$ cat src/rtl/sort_pkg.sv
// rtl/sort_pkg.sv - shared state type and default sizing for the sort batch controller
package sort_pkg;
   typedef enum logic [1:0] {
      IDLE  = 2'd0,
      FILL  = 2'd1,
      DRAIN = 2'd2,
      GAP   = 2'd3
   } state_t;

   localparam int SORT_N     = 22;
   localparam int SORT_WIDTH = 8;
endpackage

$ cat src/rtl/sort_drain_cnt.sv
// rtl/sort_drain_cnt.sv - receive/drain counters, end-of-batch and drain timeout detection
module sort_drain_cnt
   import sort_pkg::*;
#(
   parameter int N         = SORT_N,
   parameter int DRAIN_MAX = 2 * N,
   parameter int CW        = $clog2(N + 1)
) (
   input  logic          clk,
   input  logic          nreset,
   input  logic          in_drain,
   input  logic          rvalid,
   input  logic [CW-1:0] load_cnt,
   output logic          item_ok,
   output logic          item_last,
   output logic          drain_tmo,
   output logic          timeout
);
   localparam int            DW    = $clog2(DRAIN_MAX + 1);
   localparam logic [CW-1:0] ONE   = CW'(1);
   localparam logic [DW-1:0] DONE  = DW'(1);
   localparam logic [DW-1:0] DLAST = DW'(DRAIN_MAX - 1);

   logic [CW-1:0] rcv_cnt;
   logic [DW-1:0] drain_cnt;

   // Results past the loaded count are dropped; a real last item beats a same-cycle timeout.
   assign item_ok   = in_drain && rvalid && (rcv_cnt < load_cnt);
   assign item_last = item_ok && ((rcv_cnt + ONE) == load_cnt);
   assign drain_tmo = in_drain && !item_last && (drain_cnt == DLAST);

   always_ff @(posedge clk) begin
      if (!nreset) begin
         rcv_cnt   <= '0;
         drain_cnt <= '0;
         timeout   <= 1'b0;
      end else if (!in_drain) begin
         rcv_cnt   <= '0;
         drain_cnt <= '0;
      end else begin
         drain_cnt <= drain_cnt + DONE;
         if (item_ok)
            rcv_cnt <= rcv_cnt + ONE;
         if (drain_tmo)
            timeout <= 1'b1;
      end
   end
endmodule

$ cat src/rtl/sort_batch_ctrl.sv
// rtl/sort_batch_ctrl.sv - batches items into a sorter, flushes and forwards sorted results
// Optional descending-order checker (order_err) under SORT_BATCH_ORDER_CHECK_EN.
module sort_batch_ctrl
   import sort_pkg::*;
#(
   parameter int N         = SORT_N,
   parameter int WIDTH     = SORT_WIDTH,
   parameter int DRAIN_MAX = 2 * N
) (
   input  logic             clk,
   input  logic             nreset,
   input  logic [WIDTH-1:0] in_data,
   input  logic             in_valid,
   input  logic             in_last,
   output logic             in_ready,
   output logic [WIDTH-1:0] srt_data,
   output logic             srt_valid,
   output logic             srt_flush,
   input  logic [WIDTH-1:0] srt_rdata,
   input  logic             srt_rvalid,
   output logic [WIDTH-1:0] out_data,
   output logic             out_valid,
   output logic             out_last,
   output logic             busy,
`ifdef SORT_BATCH_ORDER_CHECK_EN
   output logic             order_err,
`endif
   output logic             timeout
);
   localparam int            CW   = $clog2(N + 1);
   localparam logic [CW-1:0] ONE  = CW'(1);
   localparam logic [CW-1:0] FULL = CW'(N);

   state_t        state;
   logic [CW-1:0] load_cnt;
   logic          accept;
   logic          in_drain;
   logic          item_ok;
   logic          item_last;
   logic          drain_tmo;

   assign accept   = in_valid && in_ready;
   assign in_drain = (state == DRAIN);

   sort_drain_cnt #(
      .N         (N),
      .DRAIN_MAX (DRAIN_MAX),
      .CW        (CW)
   ) u_drain_cnt (
      .clk       (clk),
      .nreset    (nreset),
      .in_drain  (in_drain),
      .rvalid    (srt_rvalid),
      .load_cnt  (load_cnt),
      .item_ok   (item_ok),
      .item_last (item_last),
      .drain_tmo (drain_tmo),
      .timeout   (timeout)
   );

   // in_ready, srt_flush and busy are registered alongside the state so they track it exactly.
   always_ff @(posedge clk) begin
      if (!nreset) begin
         state     <= IDLE;
         load_cnt  <= '0;
         in_ready  <= 1'b0;
         srt_flush <= 1'b0;
         busy      <= 1'b0;
      end else begin
         case (state)
            IDLE, FILL: begin
               if (accept) begin
                  load_cnt <= load_cnt + ONE;
                  busy     <= 1'b1;
                  if (((load_cnt + ONE) == FULL) || in_last) begin
                     state     <= DRAIN;
                     in_ready  <= 1'b0;
                     srt_flush <= 1'b1;
                  end else begin
                     state    <= FILL;
                     in_ready <= 1'b1;
                  end
               end else begin
                  in_ready <= 1'b1;
               end
            end
            DRAIN: begin
               if (item_last || drain_tmo) begin
                  state     <= GAP;
                  srt_flush <= 1'b0;
               end
            end
            GAP: begin
               state    <= IDLE;
               load_cnt <= '0;
               in_ready <= 1'b1;
               busy     <= 1'b0;
            end
            default: begin
               state    <= IDLE;
               load_cnt <= '0;
               in_ready <= 1'b0;
               busy     <= 1'b0;
            end
         endcase
      end
   end

   always_ff @(posedge clk) begin
      if (!nreset) begin
         srt_data  <= '0;
         srt_valid <= 1'b0;
         out_data  <= '0;
         out_valid <= 1'b0;
         out_last  <= 1'b0;
      end else begin
         srt_valid <= accept;
         if (accept)
            srt_data <= in_data;
         out_valid <= item_ok;
         out_last  <= item_last;
         if (item_ok)
            out_data <= srt_rdata;
      end
   end

`ifdef SORT_BATCH_ORDER_CHECK_EN
   logic [WIDTH-1:0] prev_item;
   logic             have_prev;

   always_ff @(posedge clk) begin
      if (!nreset) begin
         order_err <= 1'b0;
         prev_item <= '0;
         have_prev <= 1'b0;
      end else if (!in_drain) begin
         have_prev <= 1'b0;
      end else if (item_ok) begin
         if (have_prev && (srt_rdata > prev_item))
            order_err <= 1'b1;
         prev_item <= srt_rdata;
         have_prev <= 1'b1;
      end
   end
`endif
endmodule

$ cat config.mk
export PLATFORM = sky130hd
export DESIGN_NAME = sort_batch_ctrl
export DESIGN_NICKNAME = d
export VERILOG_FILES = /design/src/rtl/sort_pkg.sv /design/src/rtl/sort_drain_cnt.sv /design/src/rtl/sort_batch_ctrl.sv
export SDC_FILE = /design/constraint.sdc
export NUM_CORES = 1
export LEC_CHECK = 0
export ABC_CLOCK_PERIOD_IN_PS = 2100
export CAP_MARGIN = 15
export CORE_MARGIN = 8
export CORE_UTILIZATION = 49
export CTS_BUF_LIST = sky130_fd_sc_hd__clkbuf_8 sky130_fd_sc_hd__clkbuf_16
export DETAILED_ROUTE_END_ITERATION = 10
export PLACE_DENSITY = 0.78
export SLEW_MARGIN = 40
export SYNTH_ARGS = -nofsm -noshare
export SYNTH_HDL_FRONTEND = slang
export SYNTH_SLANG_ARGS = --single-unit
$ cat constraint.sdc
create_clock -name clk -period 2.1 [get_ports clk]
set_input_delay 0.42 -clock clk [delete_from_list [all_inputs] [get_ports clk]]
set_output_delay 0.42 -clock clk [all_outputs]
set_load 0.02 [all_outputs]
==> results of run 1 <==
==> final cells by class <==
type	instances	area [sq um]
fill	304	1150
multi-input combinational	151	956
sequential	41	821
timing repair buffer	56	528
clock buffer	6	82.6
tap	48	60.1
clock inverter	2	33.8
inverter	8	30.0
==> registers in the layout, indices dropped and copies added (netlist names) <==
signal,flops
out_valid,1
srt_data,8
load_cnt,5
out_last,1
busy,1
u_drain_cnt.drain_cnt,6
srt_valid,1
u_drain_cnt.rcv_cnt,5
srt_flush,1
state,2
out_data,8
u_drain_cnt.timeout,1
in_ready,1
==> per-layer routing <==
metal,GRT usage,routed length (microns),vias to the layer above
met2,0.243,2000,38
met1,0.166,1860,721
li1,-,-,808
met4,0.0472,44,0
met3,0.0703,370,7
met5,0,0,-
==> metrics by stage <==
step | power, mW | hold WS (ns)
after CTS | 1.66 | 0.451
after detailed placement | 1.02 | 0.440
after global routing | 1.71 | 0.474
after floorplan | 0.917 | 0.413
final | 1.64 | 0.450
after global placement | 1.01 | 0.431
==> kinds of logic (layout without fill, tap and decap cells) <==
logic type / Yosys count / count (layout) / synth area share
simple gates: 84 / 84 / 0.211
buf+inv: 18 / 72 / 0.0445
compound gates: 33 / 33 / 0.118
xor+xnor: 17 / 17 / 0.0803
fa+ha+maj: 9 / 9 / 0.0607
flops: 41 / 41 / 0.443
mux: 8 / 8 / 0.0432
==> synthesized netlist by cell type, drive strengths merged <==
master	instances	area, sq um
o21bai	1	7.51
nand3	6	30.0
nand4b	1	23.8
a31o	1	8.76
nor2b	1	6.26
clkbuf	6	23.8
inv	8	30.0
dfxtp	41	821
mux2i	8	80.1
and2	3	18.8
nor3	7	35.0
xor2	5	43.8
o22ai	1	6.26
o21a	2	15.0
a41oi	2	17.5
and3	3	18.8
a211oi	2	15.0
a21oi	13	65.1
o41ai	1	8.76
xnor2	12	105
a31oi	1	6.26
o211a	1	10.0
buf	4	28.8
nor2	30	115
o211ai	2	15.0
nand2	28	105
a21o	1	7.51
ha	9	113
nand2b	4	25.0
o22a	3	26.3
nor4	1	12.5
o21ai	2	10.0
==> how the worst max path moves through the flow <==
| stage | startpoint | to | slack (ns) | cells after the start |
|---|---|---|---|---|
| 3_3_place_gp | srt_rvalid | srt_flush | -0.08 | 5 |
| 5_1_grt | load_cnt[2] | state[0] | 0.05 | 7 |
| 6_report | load_cnt[2] | out_data[3] | 0.29 | 7 |
| 4_1_cts | load_cnt[2] | srt_flush | 0.05 | 7 |
| 3_5_place_dp | srt_rvalid | srt_flush | -0.08 | 5 |
| 2_1_floorplan | load_cnt[2] | out_data[0] | 0.35 | 9 |
==> worst max-delay path: cells and delay by family (launching register included) <==
kind / cells / cell delay (ns)
AO/OA/AOI/OAI: 2 / 0.30
adder cells (fa/ha/maj): 1 / 0.29
buffers and inverters: 1 / 0.07
AND/OR/NAND/NOR: 2 / 0.41
multiplexers: 1 / 0.28
flip-flops: 1 / 0.33
==> power by group through the flow <==
stage | clock, mW | combinational, mW | sequential [mW]
final | 0.645 | 0.186 | 0.813
after global routing | 0.684 | 0.205 | 0.816
after CTS | 0.655 | 0.187 | 0.813
after detailed placement | 0 | 0.186 | 0.831
after global placement | 0 | 0.183 | 0.829
after floorplan | 0 | 0.0710 | 0.846
==> impl_metrics.tcl, run 1 <==
set metrics [dict create \
    numPortBuffers 43 \
    drtAntennaViolNets 0 \
    power_density_mw_per_mm2 654 \
    postCtsSetupRepairBufs 0 \
    report.final.setup_viol 0 \
    post_synth_inst_count 210 \
    hold_start "u_drain_cnt.drain_cnt[0]" \
    synth.yosys.warnings 0 \
    avgSynthCellArea_sq_um 8.83 \
    dp_worst_setup_slack_ns -0.0788 \
    switching_share 0.224 \
    postCtsResizedCells 0 \
    placed_area_sq_mm 0.00239 \
    sequentialPowerShare 0.494 \
    synth.yosys.seq_area_share 0.443 \
    fmaxAchievable_ghz 0.554 \
    global_route.usage.total 0.148 \
    design.die.area_sq_mm 0.00601 \
    drtIter0Drc 67 \
    dieHeight_microns 77.5 \
    finalCoreUtilization 0.686 \
    hp-class "reg2reg" \
    grt_antenna_before_repair 0 \
    crit_chain "inv_1 -> ha_1 -> o211ai_1 -> a21oi_1 -> nor2_4 -> mux2i_1 -> nor2_1" \
    leakagePower_nw 0.932 \
    synth-seq-cells 41 \
    clock_transition_at_the_registers_of_the_reported_paths_ns 0.08 \
    cts_buffer_depth 2 \
    wirelength_mm 4.27 \
    synth.distinct_cells 37 \
    io-pin-count 44 \
    worstSetupPathType "reg2reg" \
    final_total_negative_setup_slack_ns 0 \
    insertedDiodeCount 0 \
    post-route-period-util 0.860 \
    fin_ws_ns 0.294 \
    start_util 0.506 \
    drcViolationCount 0 \
    max_slew_headroom 0.711 \
    layout.cells.most_common "clkdlybuf4s50_1" \
    maxCapViolations 0 \
    total_switching_power_mw 0.368 \
    power.share.clock 0.393 \
    die_width_microns 77.5 \
    hold_depth 1 \
    rr_worst_depth 7 \
    run_status "finished clean" \
    placeable_core_region_sq_mm 0.00366 \
    post-route-min-period_ns 1.81 \
    grt_pass1_vias 1659 \
    grt_pass1_wl_mm 7.36 \
    clock_skew_ns 0.00433 \
    worst_ep_required_time_ns 2.27 \
    std_cell_rows 22 \
    startpoint_of_the_lowest_slack_register_to_register_path "load_cnt[2]" \
    worstReg2RegEnd "out_data[3]" \
    setup.worst_path.end_class "flop" \
    hold_end "u_drain_cnt.drain_cnt[0]" \
    final-max-slew-violation-count 0 \
    syn-num-nets 240 \
    total_number_of_vias 1574 \
    worst-r2r-setup-slack_ns 0.29 \
    area_growth_syn_to_fin_pct 35.4 \
    ir_worst_vdd_uv 477 \
    unrepaired_setup_endpoints_after_global_routing "no" \
    grt_max_degree 26 \
    gpl_congestion 0.814 \
    grt_overflow 0 \
    finish.net_count 293 \
    clock_buffers_created_by_tritoncts 5 \
    cell_internal_pwr_mw 1.28 \
    share_of_cells_above_drive_strength_1 0.0909 \
    crit_path_max_incr_delay_ns 0.36 \
    wl_per_cell_microns 13.7 \
    tightestPinTransition_ns 0.433 \
    drt-vias-per-instance 5.04 \
    critical_path.max_fanout 12 \
    commonest_non_fill_non_tap_cells_in_the_layout "clkdlybuf4s50_1 (43), dfxtp_1 (41), nor2_1 (29), nand2_1 (28)" \
    worst_setup_path_start_kind "flop" \
    clock-root-buffer "clkbuf_8" \
    count_of_non_filler_cells_in_the_finished_layout 312 \
    cts.sink_count 41 \
    mappedNetlistArea_sq_mm 0.00185 \
    worst_path_max_delay_cell "nor2_4" \
    comb_power_share 0.113 \
    cts_htree_levels 2 \
    detailedPlacementHpwl_mm 3.19 \
    cts_hold_repair.buffers 0 \
    timing.critical_path.arrival_ns 1.98 \
    post-place-cells 304 \
    hold_violations 0 \
    clock_insertion_delay_worst_skew_ns 0.29 \
    finalInstanceArea_sq_mm 0.00251 \
    tritoncts "yes" \
    detail_route.first_pass.iterations 4 \
]
Note: power is estimated with default switching activity, not from simulation.
==> inputs of run 2 (changes only) <==
ABC_CLOCK_PERIOD_IN_PS = 1800   (was 2100)
CELL_PAD_IN_SITES_DETAIL_PLACEMENT = 0   (was unset)
CELL_PAD_IN_SITES_GLOBAL_PLACEMENT = 2   (was unset)
CORE_UTILIZATION = 29   (was 49)
clock period = 1.8 ns   (was 2.1 ns; I/O delays follow)
==> impl_metrics.tcl, run 2 (synthesis results as in run 1) <==
set metrics [dict create \
    fin_ws_ns 0.129 \
    cts_hold_repair.buffers 0 \
    commonest_non_fill_non_tap_cells_in_the_layout "clkdlybuf4s50_1 (43), dfxtp_1 (41), nor2_1 (29), nand2_1 (28), buf_4 (16)" \
    layout.cells.most_common "clkdlybuf4s50_1" \
    tightestPinTransition_ns 0.429 \
    setup.worst_path.end_class "flop" \
    hold_depth 1 \
    startpoint_of_the_lowest_slack_register_to_register_path "load_cnt[2]" \
    grt_pass1_wl_mm 7.46 \
    max_slew_headroom 0.714 \
    switching_share 0.235 \
    numPortBuffers 43 \
    tritoncts "yes" \
    post-route-min-period_ns 1.67 \
    drcViolationCount 0 \
    unrepaired_setup_endpoints_after_global_routing "yes" \
    clock-root-buffer "clkbuf_8" \
    ir_worst_vdd_uv 678 \
    clock_transition_at_the_registers_of_the_reported_paths_ns 0.08 \
    std_cell_rows 29 \
    dp_worst_setup_slack_ns 0.0501 \
    grt_antenna_before_repair 0 \
    cts.sink_count 41 \
    insertedDiodeCount 0 \
    worst-r2r-setup-slack_ns 0.13 \
    share_of_cells_above_drive_strength_1 0.116 \
    worstReg2RegEnd "u_drain_cnt.rcv_cnt[4]" \
    power.share.clock 0.382 \
    die_width_microns 96.0 \
    detail_route.first_pass.iterations 4 \
    worstSetupPathType "reg2reg" \
    maxCapViolations 0 \
    total_switching_power_mw 0.444 \
    drtIter0Drc 58 \
    report.final.setup_viol 0 \
    sequentialPowerShare 0.501 \
    power_density_mw_per_mm2 728 \
    grt_overflow 0 \
    wirelength_mm 4.40 \
    wl_per_cell_microns 12.8 \
    drtAntennaViolNets 0 \
    rr_worst_depth 8 \
    grt_pass1_vias 1553 \
    gpl_congestion 0.723 \
    post-route-period-util 0.928 \
    global_route.usage.total 0.103 \
    clock_buffers_created_by_tritoncts 5 \
    final-max-slew-violation-count 0 \
    start_util 0.295 \
    cts_htree_levels 2 \
    layout.filler_cells 652 \
    run_status "finished clean" \
    post-place-cells 337 \
    cell_internal_pwr_mw 1.45 \
    worst_ep_required_time_ns 1.99 \
    io-pin-count 44 \
    worst_setup_path_start_kind "flop" \
    critical_path.max_fanout 5 \
    count_of_non_filler_cells_in_the_finished_layout 344 \
    layout_top_registers "out_data x8, srt_data x8, u_drain_cnt.drain_cnt x6" \
    cts_buffer_depth 2 \
    hold_violations 0 \
    comb_power_share 0.117 \
    hold_end "u_drain_cnt.drain_cnt[0]" \
    grt_max_degree 26 \
    area_growth_syn_to_fin_pct 40.2 \
    clock_insertion_delay_worst_skew_ns 0.29 \
    hp-class "reg2reg" \
    leakagePower_nw 0.959 \
    total_number_of_vias 1535 \
    fmaxAchievable_ghz 0.598 \
    placeable_core_region_sq_mm 0.00628 \
    design.die.area_sq_mm 0.00921 \
    detailedPlacementHpwl_mm 3.28 \
    drt-vias-per-instance 4.46 \
    timing.critical_path.arrival_ns 1.86 \
    finish.net_count 297 \
    dieHeight_microns 96.0 \
    hold_start "u_drain_cnt.drain_cnt[0]" \
    clock_skew_ns 0.00880 \
]
[run 2: cell count changes in the layout (fill, tap and decap cells not counted), sizes merged]
cell	previous run	this run
clkbuf	6	5
clkinv	0	1
buf	13	17
inv	9	8
[run 2: timing repair]
item                                    4_1_cts  5_1_grt
buffers inserted                              0        0
endpoints found under the setup margin        0        4
gates resized for setup                       0        5
[run 2: power groups by stage]
stage	logic (mW)	clock network, mW	registers, mW
after floorplan	0.0829	0	0.987
after global placement	0.221	0	0.970
after detailed placement	0.220	0	0.969
after CTS	0.221	0.740	0.948
after global routing	0.246	0.780	0.952
final	0.222	0.722	0.948
[run 2: cell type report]
cell class / instances / area (sq um) / share of cell area
clock buffer: 5 / 68.8 / 0.0265
clock inverter: 2 / 35.0 / 0.0135
inverter: 8 / 30.0 / 0.0115
multi-input combinational: 151 / 978 / 0.376
sequential: 41 / 821 / 0.316
tap: 77 / 96.3 / 0.0371
timing repair buffer: 60 / 571 / 0.219
[run 2: worst max-delay path: stages (launching register included)]
cell and delay [ns]:
dfxtp_1 0.33, inv_1 0.07, ha_1 0.29, o211ai_1 0.19, a21oi_2 0.08, buf_4 0.17, nor4_4 0.23, xnor2_1 0.16
nor2_1 0.05
[run 2: worst max path at each step]
| stage | from | endpoint | slack, ns | cells past startpoint |
|---|---|---|---|---|
| 3_5_place_dp | srt_rvalid | u_drain_cnt.rcv_cnt[3] | 0.05 | 6 |
| 2_1_floorplan | load_cnt[2] | out_data[0] | 0.05 | 9 |
| 3_3_place_gp | srt_rvalid | out_data[6] | 0.07 | 6 |
| 6_report | load_cnt[2] | u_drain_cnt.rcv_cnt[4] | 0.13 | 8 |
| 4_1_cts | load_cnt[2] | u_drain_cnt.rcv_cnt[4] | 0.08 | 8 |
| 5_1_grt | load_cnt[2] | u_drain_cnt.rcv_cnt[4] | -0.009 | 8 |
[run 2: per-stage QoR]
stage | power (mW) | utilization | hold slack, ns | TNS [ns] | area, sq um
finish | 1.89 | 0.414 | 0.441 | 0 | 2600
global route | 1.98 | 0.414 | 0.464 | -0.00926 | 2600
CTS | 1.91 | 0.410 | 0.442 | 0 | 2570
detailed placement | 1.19 | 0.393 | 0.432 | 0 | 2470
global placement | 1.19 | 0.393 | 0.426 | 0 | 2470
floorplan | 1.07 | - | 0.413 | 0 | 1850
[run 2: per-layer routing]
metal	GRT usage	vias up	wire length (microns)
li1	-	814	-
met1	0.139	683	2300
met2	0.146	33	1760
met3	0.0398	5	298
met4	0.0307	0	38
met5	0	-	0
